$ cat config.mk
export PLATFORM = sky130hd
export DESIGN_NAME = yuv_timing_pattern_gen
export DESIGN_NICKNAME = d
export VERILOG_FILES = /design/src/rtl/yuv_timing_pattern_gen.sv
export SDC_FILE = /design/constraint.sdc
export NUM_CORES = 1
export LEC_CHECK = 0
export CORE_ASPECT_RATIO = 0.8
export CORE_MARGIN = 5
export CORE_UTILIZATION = 55
export DETAILED_ROUTE_END_ITERATION = 10
export GPL_TIMING_DRIVEN = 0
export PLACE_DENSITY_LB_ADDON = 0.08
export SLEW_MARGIN = 20
export SYNTH_ARGS = -nofsm -noshare
export SYNTH_HDL_FRONTEND = slang
export SYNTH_SLANG_ARGS = --single-unit
$ cat constraint.sdc
create_clock -name i_pclk -period 3.55 [get_ports i_pclk]
set_clock_uncertainty 0.2 [all_clocks]
set_input_delay 0.5325 -clock i_pclk [delete_from_list [all_inputs] [get_ports i_pclk]]
set_output_delay 0.5325 -clock i_pclk [all_outputs]
set_load 0.03 [all_outputs]
$ cat src/rtl/yuv_timing_pattern_gen.sv
`default_nettype none
// ============================================================================
// Module      : yuv_timing_pattern_gen
// Description : Raster timing generator for a YUV444 stream
//               (vsync/hsync/de plus 8-bit Y/U/V) with selectable test
//               patterns in active video: grey, colour bars, Y ramp, checker.
//               Run request and pattern select take effect only at frame
//               boundaries, so a frame is never truncated.
// Revision    : 1.0 - initial release
// ============================================================================
module yuv_timing_pattern_gen #(
  parameter int    H_ACTIVE    = 1280,
  parameter int    H_FP        = 110,
  parameter int    H_SYNC      = 40,
  parameter int    H_BP        = 220,
  parameter int    V_ACTIVE    = 720,
  parameter int    V_FP        = 5,
  parameter int    V_SYNC      = 5,
  parameter int    V_BP        = 20,
  parameter string HS_POLARITY = "POSITIVE",
  parameter string VS_POLARITY = "POSITIVE"
) (
  input  logic       i_pclk,
  input  logic       i_arst,
  input  logic       i_en,
  input  logic [1:0] i_pattern,
  output logic       o_vsync,
  output logic       o_hsync,
  output logic       o_de,
  output logic [7:0] o_y,
  output logic [7:0] o_u,
  output logic [7:0] o_v,
  output logic       o_frame_start
);

  localparam int H_TOTAL = H_ACTIVE + H_FP + H_SYNC + H_BP;
  localparam int V_TOTAL = V_ACTIVE + V_FP + V_SYNC + V_BP;

  // Counter widths are kept wide enough for the ramp (h_cnt[7:0]) and the
  // checker (bit 4 of both counters) to index real bits on small rasters.
  localparam int H_CW = $clog2(H_TOTAL);
  localparam int V_CW = $clog2(V_TOTAL);
  localparam int H_W  = (H_CW < 8) ? 8 : H_CW;
  localparam int V_W  = (V_CW < 5) ? 5 : V_CW;

  localparam int BAR_W  = H_ACTIVE / 8;
  localparam int BAR_CW = (BAR_W > 1) ? $clog2(BAR_W) : 1;

  localparam logic [H_W-1:0]    C_H_LAST    = H_W'(H_TOTAL - 1);
  localparam logic [V_W-1:0]    C_V_LAST    = V_W'(V_TOTAL - 1);
  localparam logic [H_W-1:0]    C_H_ACT     = H_W'(H_ACTIVE);
  localparam logic [V_W-1:0]    C_V_ACT     = V_W'(V_ACTIVE);
  localparam logic [H_W-1:0]    C_HS_START  = H_W'(H_ACTIVE + H_FP);
  localparam logic [H_W-1:0]    C_HS_END    = H_W'(H_ACTIVE + H_FP + H_SYNC);
  localparam logic [V_W-1:0]    C_VS_START  = V_W'(V_ACTIVE + V_FP);
  localparam logic [V_W-1:0]    C_VS_END    = V_W'(V_ACTIVE + V_FP + V_SYNC);
  localparam logic [BAR_CW-1:0] C_BAR_LAST  = BAR_CW'(BAR_W - 1);

  // Active level of each sync; the idle level is its complement.
  localparam logic C_HS_ON = (HS_POLARITY == "POSITIVE");
  localparam logic C_VS_ON = (VS_POLARITY == "POSITIVE");

  typedef enum logic [0:0] {
    IDLE = 1'b0,
    RUN  = 1'b1
  } state_t;

  state_t            state_q,   state_d;
  logic [H_W-1:0]    h_cnt_q,   h_cnt_d;
  logic [V_W-1:0]    v_cnt_q,   v_cnt_d;
  logic [1:0]        pat_q,     pat_d;
  logic [BAR_CW-1:0] bar_px_q,  bar_px_d;
  logic [2:0]        bar_idx_q, bar_idx_d;
  logic              vsync_q,   vsync_d;
  logic              hsync_q,   hsync_d;
  logic              de_q,      de_d;
  logic [7:0]        y_q,       y_d;
  logic [7:0]        u_q,       u_d;
  logic [7:0]        v_q,       v_d;
  logic              fs_q,      fs_d;

  logic              frame_wrap;
  logic              de_w;
  logic              hs_w;
  logic              vs_w;
  logic [7:0]        bar_y, bar_u, bar_v;

  // Raster decode of the current counter values.
  always_comb begin
    frame_wrap = (h_cnt_q == C_H_LAST) && (v_cnt_q == C_V_LAST);
    de_w       = (h_cnt_q < C_H_ACT) && (v_cnt_q < C_V_ACT);
    hs_w       = (h_cnt_q >= C_HS_START) && (h_cnt_q < C_HS_END);
    vs_w       = (v_cnt_q >= C_VS_START) && (v_cnt_q < C_VS_END);
  end

  // Colour-bar lookup, left (white) to right (black).
  always_comb begin
    bar_y = 8'd16;
    bar_u = 8'd128;
    bar_v = 8'd128;
    case (bar_idx_q)
      3'd0: begin bar_y = 8'd235; bar_u = 8'd128; bar_v = 8'd128; end
      3'd1: begin bar_y = 8'd210; bar_u = 8'd16;  bar_v = 8'd146; end
      3'd2: begin bar_y = 8'd170; bar_u = 8'd166; bar_v = 8'd16;  end
      3'd3: begin bar_y = 8'd145; bar_u = 8'd54;  bar_v = 8'd34;  end
      3'd4: begin bar_y = 8'd106; bar_u = 8'd202; bar_v = 8'd222; end
      3'd5: begin bar_y = 8'd81;  bar_u = 8'd90;  bar_v = 8'd240; end
      3'd6: begin bar_y = 8'd41;  bar_u = 8'd240; bar_v = 8'd110; end
      default: begin bar_y = 8'd16; bar_u = 8'd128; bar_v = 8'd128; end
    endcase
  end

  // Next-state: run control, raster counters, pattern latch and bar tracking.
  always_comb begin
    state_d   = state_q;
    h_cnt_d   = h_cnt_q;
    v_cnt_d   = v_cnt_q;
    pat_d     = pat_q;
    bar_px_d  = bar_px_q;
    bar_idx_d = bar_idx_q;

    case (state_q)
      IDLE: begin
        h_cnt_d = '0;
        v_cnt_d = '0;
        if (i_en) begin
          state_d = RUN;
          pat_d   = i_pattern;
        end
      end
      RUN: begin
        if (h_cnt_q == C_H_LAST) begin
          h_cnt_d = '0;
          v_cnt_d = (v_cnt_q == C_V_LAST) ? '0 : v_cnt_q + 1'b1;
        end else begin
          h_cnt_d = h_cnt_q + 1'b1;
        end
        // Frame boundary is the only point where run/pattern are sampled.
        if (frame_wrap) begin
          if (i_en) pat_d   = i_pattern;
          else      state_d = IDLE;
        end
      end
      default: state_d = IDLE;
    endcase

    // Bar position follows h_cnt without a divider: a pixel counter within
    // the bar rolls the 3-bit index, and both restart with each line.
    if (h_cnt_d == '0) begin
      bar_px_d  = '0;
      bar_idx_d = '0;
    end else if (bar_px_q == C_BAR_LAST) begin
      bar_px_d  = '0;
      bar_idx_d = bar_idx_q + 3'd1;
    end else begin
      bar_px_d  = bar_px_q + 1'b1;
    end
  end

  // Output stage: one-cycle registered view of the current counter position.
  always_comb begin
    vsync_d = ~C_VS_ON;
    hsync_d = ~C_HS_ON;
    de_d    = 1'b0;
    y_d     = 8'd0;
    u_d     = 8'd0;
    v_d     = 8'd0;
    fs_d    = 1'b0;
    if (state_q == RUN) begin
      vsync_d = vs_w ? C_VS_ON : ~C_VS_ON;
      hsync_d = hs_w ? C_HS_ON : ~C_HS_ON;
      de_d    = de_w;
      fs_d    = (h_cnt_q == '0) && (v_cnt_q == '0);
      y_d     = 8'd16;
      u_d     = 8'd128;
      v_d     = 8'd128;
      if (de_w) begin
        case (pat_q)
          2'd0: y_d = 8'd128;
          2'd1: begin y_d = bar_y; u_d = bar_u; v_d = bar_v; end
          2'd2: y_d = h_cnt_q[7:0];
          default: y_d = (h_cnt_q[4] ^ v_cnt_q[4]) ? 8'd235 : 8'd16;
        endcase
      end
    end
  end

  // All state and output registers, synchronous active-high reset.
  always_ff @(posedge i_pclk) begin
    if (i_arst) begin
      state_q   <= IDLE;
      h_cnt_q   <= '0;
      v_cnt_q   <= '0;
      pat_q     <= 2'd0;
      bar_px_q  <= '0;
      bar_idx_q <= 3'd0;
      vsync_q   <= ~C_VS_ON;
      hsync_q   <= ~C_HS_ON;
      de_q      <= 1'b0;
      y_q       <= 8'd0;
      u_q       <= 8'd0;
      v_q       <= 8'd0;
      fs_q      <= 1'b0;
    end else begin
      state_q   <= state_d;
      h_cnt_q   <= h_cnt_d;
      v_cnt_q   <= v_cnt_d;
      pat_q     <= pat_d;
      bar_px_q  <= bar_px_d;
      bar_idx_q <= bar_idx_d;
      vsync_q   <= vsync_d;
      hsync_q   <= hsync_d;
      de_q      <= de_d;
      y_q       <= y_d;
      u_q       <= u_d;
      v_q       <= v_d;
      fs_q      <= fs_d;
    end
  end

  assign o_vsync       = vsync_q;
  assign o_hsync       = hsync_q;
  assign o_de          = de_q;
  assign o_y           = y_q;
  assign o_u           = u_q;
  assign o_v           = v_q;
  assign o_frame_start = fs_q;

endmodule
`default_nettype wire
==> results_dict.tcl <==
set metrics [dict create \
    worst_slack_ns 0.726 \
    p_sw_share_pct 24.2 \
    ir_drop_v 0.000393 \
    drtPass1Iterations 5 \
    synth_top_area_cell "dfxtp_1" \
    min_period_ns 2.82 \
    critical_path_class "register to register" \
    synth.avg_cell_area_um2 8.67 \
    cts_tree "yes" \
    postCtsSetupRepairBufs 0 \
    ctsHoldBuffers 0 \
    synth_top_area_share_pct 39.5 \
    seq_area_um2 1180 \
    synth-edff-count 0 \
    portBuffers 29 \
    die_x_um 92.5 \
    outcome "finished, final reports clean" \
    cts_buffer_depth 2 \
    htreeDepth 3 \
    synth_ff_type "dfxtp_1" \
    clockPowerShare_pct 41.6 \
    relSlewSlack_pct 39.7 \
    crit_path_start_kind "register" \
    place_ws_ns 0.750 \
    synthArstFlopShare_pct 0 \
    cp_max_fo 9 \
    routed_wl_mm 6.75 \
    r2r_end "bar_px_q[4]$_SDFF_PP0_" \
    grt_pass1_vias 2380 \
    clk_latency_ns 0.35 \
    utilization_pct 65.7 \
    cp-end-kind "register" \
    r2r_cells 8 \
    synth_area_um2 2990 \
    r2r_start "h_cnt_q[1]$_SDFF_PP0_" \
    postRouteAntennaNets 0 \
    root_buffer "clkbuf_8" \
    power_frac_comb_pct 5.9 \
    fillers 455 \
    final_common_cell "dfxtp_1" \
    grt_max_degree 12 \
    total_power_w 0.00129 \
    synth_cell_type_count 53 \
    grt_overflow_total 0 \
    seq_power_share_pct 52.5 \
    vias 2554 \
    multi_input_area_um2 1640 \
    drv_slew 0 \
    hold_start "h_cnt_q[0]$_SDFF_PP0_" \
    min_to "h_cnt_q[0]$_SDFF_PP0_" \
    leakagePower_nw 1.30 \
    grt_usage_pct 20.4 \
    hp-class "register to register" \
    holdPathStages 1 \
    die_y_um 76.0 \
    diodes 0 \
    floorplan.initialDensity_pct 55.7 \
    clock_sinks 59 \
    drt_iter0_markers 237 \
    num_io_pins 33 \
    synth-seq-cells 59 \
    area_growth_pct 18.1 \
    numCtsBuffers 9 \
    p_int_w 0.000979 \
    rsz0062_at_grt "no" \
    grt_pass1_wl_mm 11.4 \
    final_cell_mix "dfxtp_1 (59), nor2_1 (40), clkdlybuf4s50_1 (29)" \
    route.detailed.wl_per_inst_um 14.9 \
    via_per_inst 5.63 \
    finalHoldViolCount 0 \
    hpwlAfterDp_mm 4.89 \
    post-route-period-util_pct 79.5 \
    setup_viol 0 \
    yosys-top-cells-area "dfxtp_1 (39%), ha_1 (6.7%), nor2_1 (5.0%)" \
    critPathRequiredTime_ns 3.56 \
    ys_seq_area_share_pct 39.5 \
    drive_gt1_share_pct 10.0 \
    layout.nets 408 \
    antenna_found_initial 0 \
    worstPathArrival_ns 2.84 \
    yosys_warnings 0 \
    drc 0 \
    p_sw_w 0.000312 \
    powerDensity_nw_per_um2 366 \
    clk_pin_slew_worst_paths_ns 0.07 \
    clock.fmax_ghz 0.354 \
    worstMarginPinSlew_ns 0.903 \
    cts_resized 0 \
    finalSetupTns_ns 0 \
    netlist_instances 345 \
    fp-row-count 24 \
    drv_cap 0 \
    die-area_um2 7020 \
    gp_routability_congestion 0.880 \
    rrSetupSlack_ns 0.73 \
    fin_hold_ws_ns 0.332 \
    core_area_um2 5380 \
]
flip-flops by register name (all words and copies together) (netlist names):
register	cells
bar_px_q	8
pat_q	2
o_de	1
h_cnt_q	11
o_vsync	1
o_y	8
bar_idx_q	3
o_v	6
v_cnt_q	10
o_frame_start	1
state_q	1
o_u	6
o_hsync	1
worst max path at each step:
stage | startpoint | endpoint | slack, ns | depth (start not counted)
floorplan | h_cnt_q[1]$_SDFF_PP0_ | bar_idx_q[0]$_SDFFE_PP0P_ | 1.11 | 8
finish | h_cnt_q[1]$_SDFF_PP0_ | bar_px_q[4]$_SDFF_PP0_ | 0.73 | 8
detailed placement | h_cnt_q[1]$_SDFF_PP0_ | bar_px_q[4]$_SDFF_PP0_ | 0.75 | 8
global route | h_cnt_q[1]$_SDFF_PP0_ | bar_px_q[3]$_SDFF_PP0_ | 0.48 | 8
global placement | h_cnt_q[1]$_SDFF_PP0_ | bar_px_q[4]$_SDFF_PP0_ | 0.78 | 8
CTS | h_cnt_q[1]$_SDFF_PP0_ | bar_px_q[4]$_SDFF_PP0_ | 0.72 | 8
power by group through the flow:
stage | Clock [W] | Combinational (W) | Sequential (W)
after floorplan | 0 | 0.0000433 | 0.000700
after global placement | 0 | 0.0000747 | 0.000693
after detailed placement | 0 | 0.0000753 | 0.000693
after CTS | 0.000552 | 0.0000758 | 0.000678
after global routing | 0.000589 | 0.0000827 | 0.000679
final | 0.000537 | 0.0000762 | 0.000678
critical path, cell delays in order, from the launching register on:
cell and delay [ns]:
dfxtp_1 0.33, clkbuf_1 0.29, inv_1 0.12, ha_1 0.32
or4b_2 0.61, nor3b_1 0.19, o22ai_1 0.15, nor3_2 0.36
nor4_1 0.10
cells in the mapped netlist, types with 6 or more instances:
| cell | n |
|---|---|
| nand2b_1 | 6 |
| nand4_1 | 8 |
| a21oi_1 | 16 |
| nand3_1 | 21 |
| and3_1 | 8 |
| o21ai_0 | 14 |
| nand2_1 | 17 |
| nor3_1 | 9 |
| xnor2_1 | 11 |
| dfxtp_1 | 59 |
| clkbuf_1 | 11 |
| inv_1 | 16 |
| nor4_1 | 9 |
| nor2_1 | 40 |
| xor2_1 | 13 |
| ha_1 | 16 |
| a31oi_1 | 6 |
cells by family (layout without fill, tap and decap cells):
family	count (synthesis)	count (layout)	synth area share (%)
compound gates	56	56	12.7
xor+xnor	24	24	7.03
fa+ha+maj	17	17	7.36
buf+inv	37	80	5.69
flops	59	59	39.5
mux	3	3	1.00
other cells	1	2	0.125
simple gates	148	148	26.6
final cells by class:
cell class	instances	area share [%]
sequential	59	33.4
timing repair buffer	29	8.22
tap	65	2.30
clock buffer	11	4.28
multi-input combinational	250	46.5
inverter	16	1.70
clock inverter	3	0.425
buffer	21	3.12
layer usage:
metal	part of all wire (%)	vias up	global-route usage, %
li1	-	1285	-
met1	48	1168	27.7
met2	43	89	29.0
met3	6.8	12	6.34
met4	2.3	0	10.1
met5	0	-	0
per-stage QoR:
stage	instance area [µm²]	cells
2_1_floorplan	3000	346
3_3_place_gp	3370	440
3_5_place_dp	3370	440
4_1_cts	3530	454
5_1_grt	3530	454
6_report	3530	454
No activity file was read; power rests on OpenSTA's default activity.
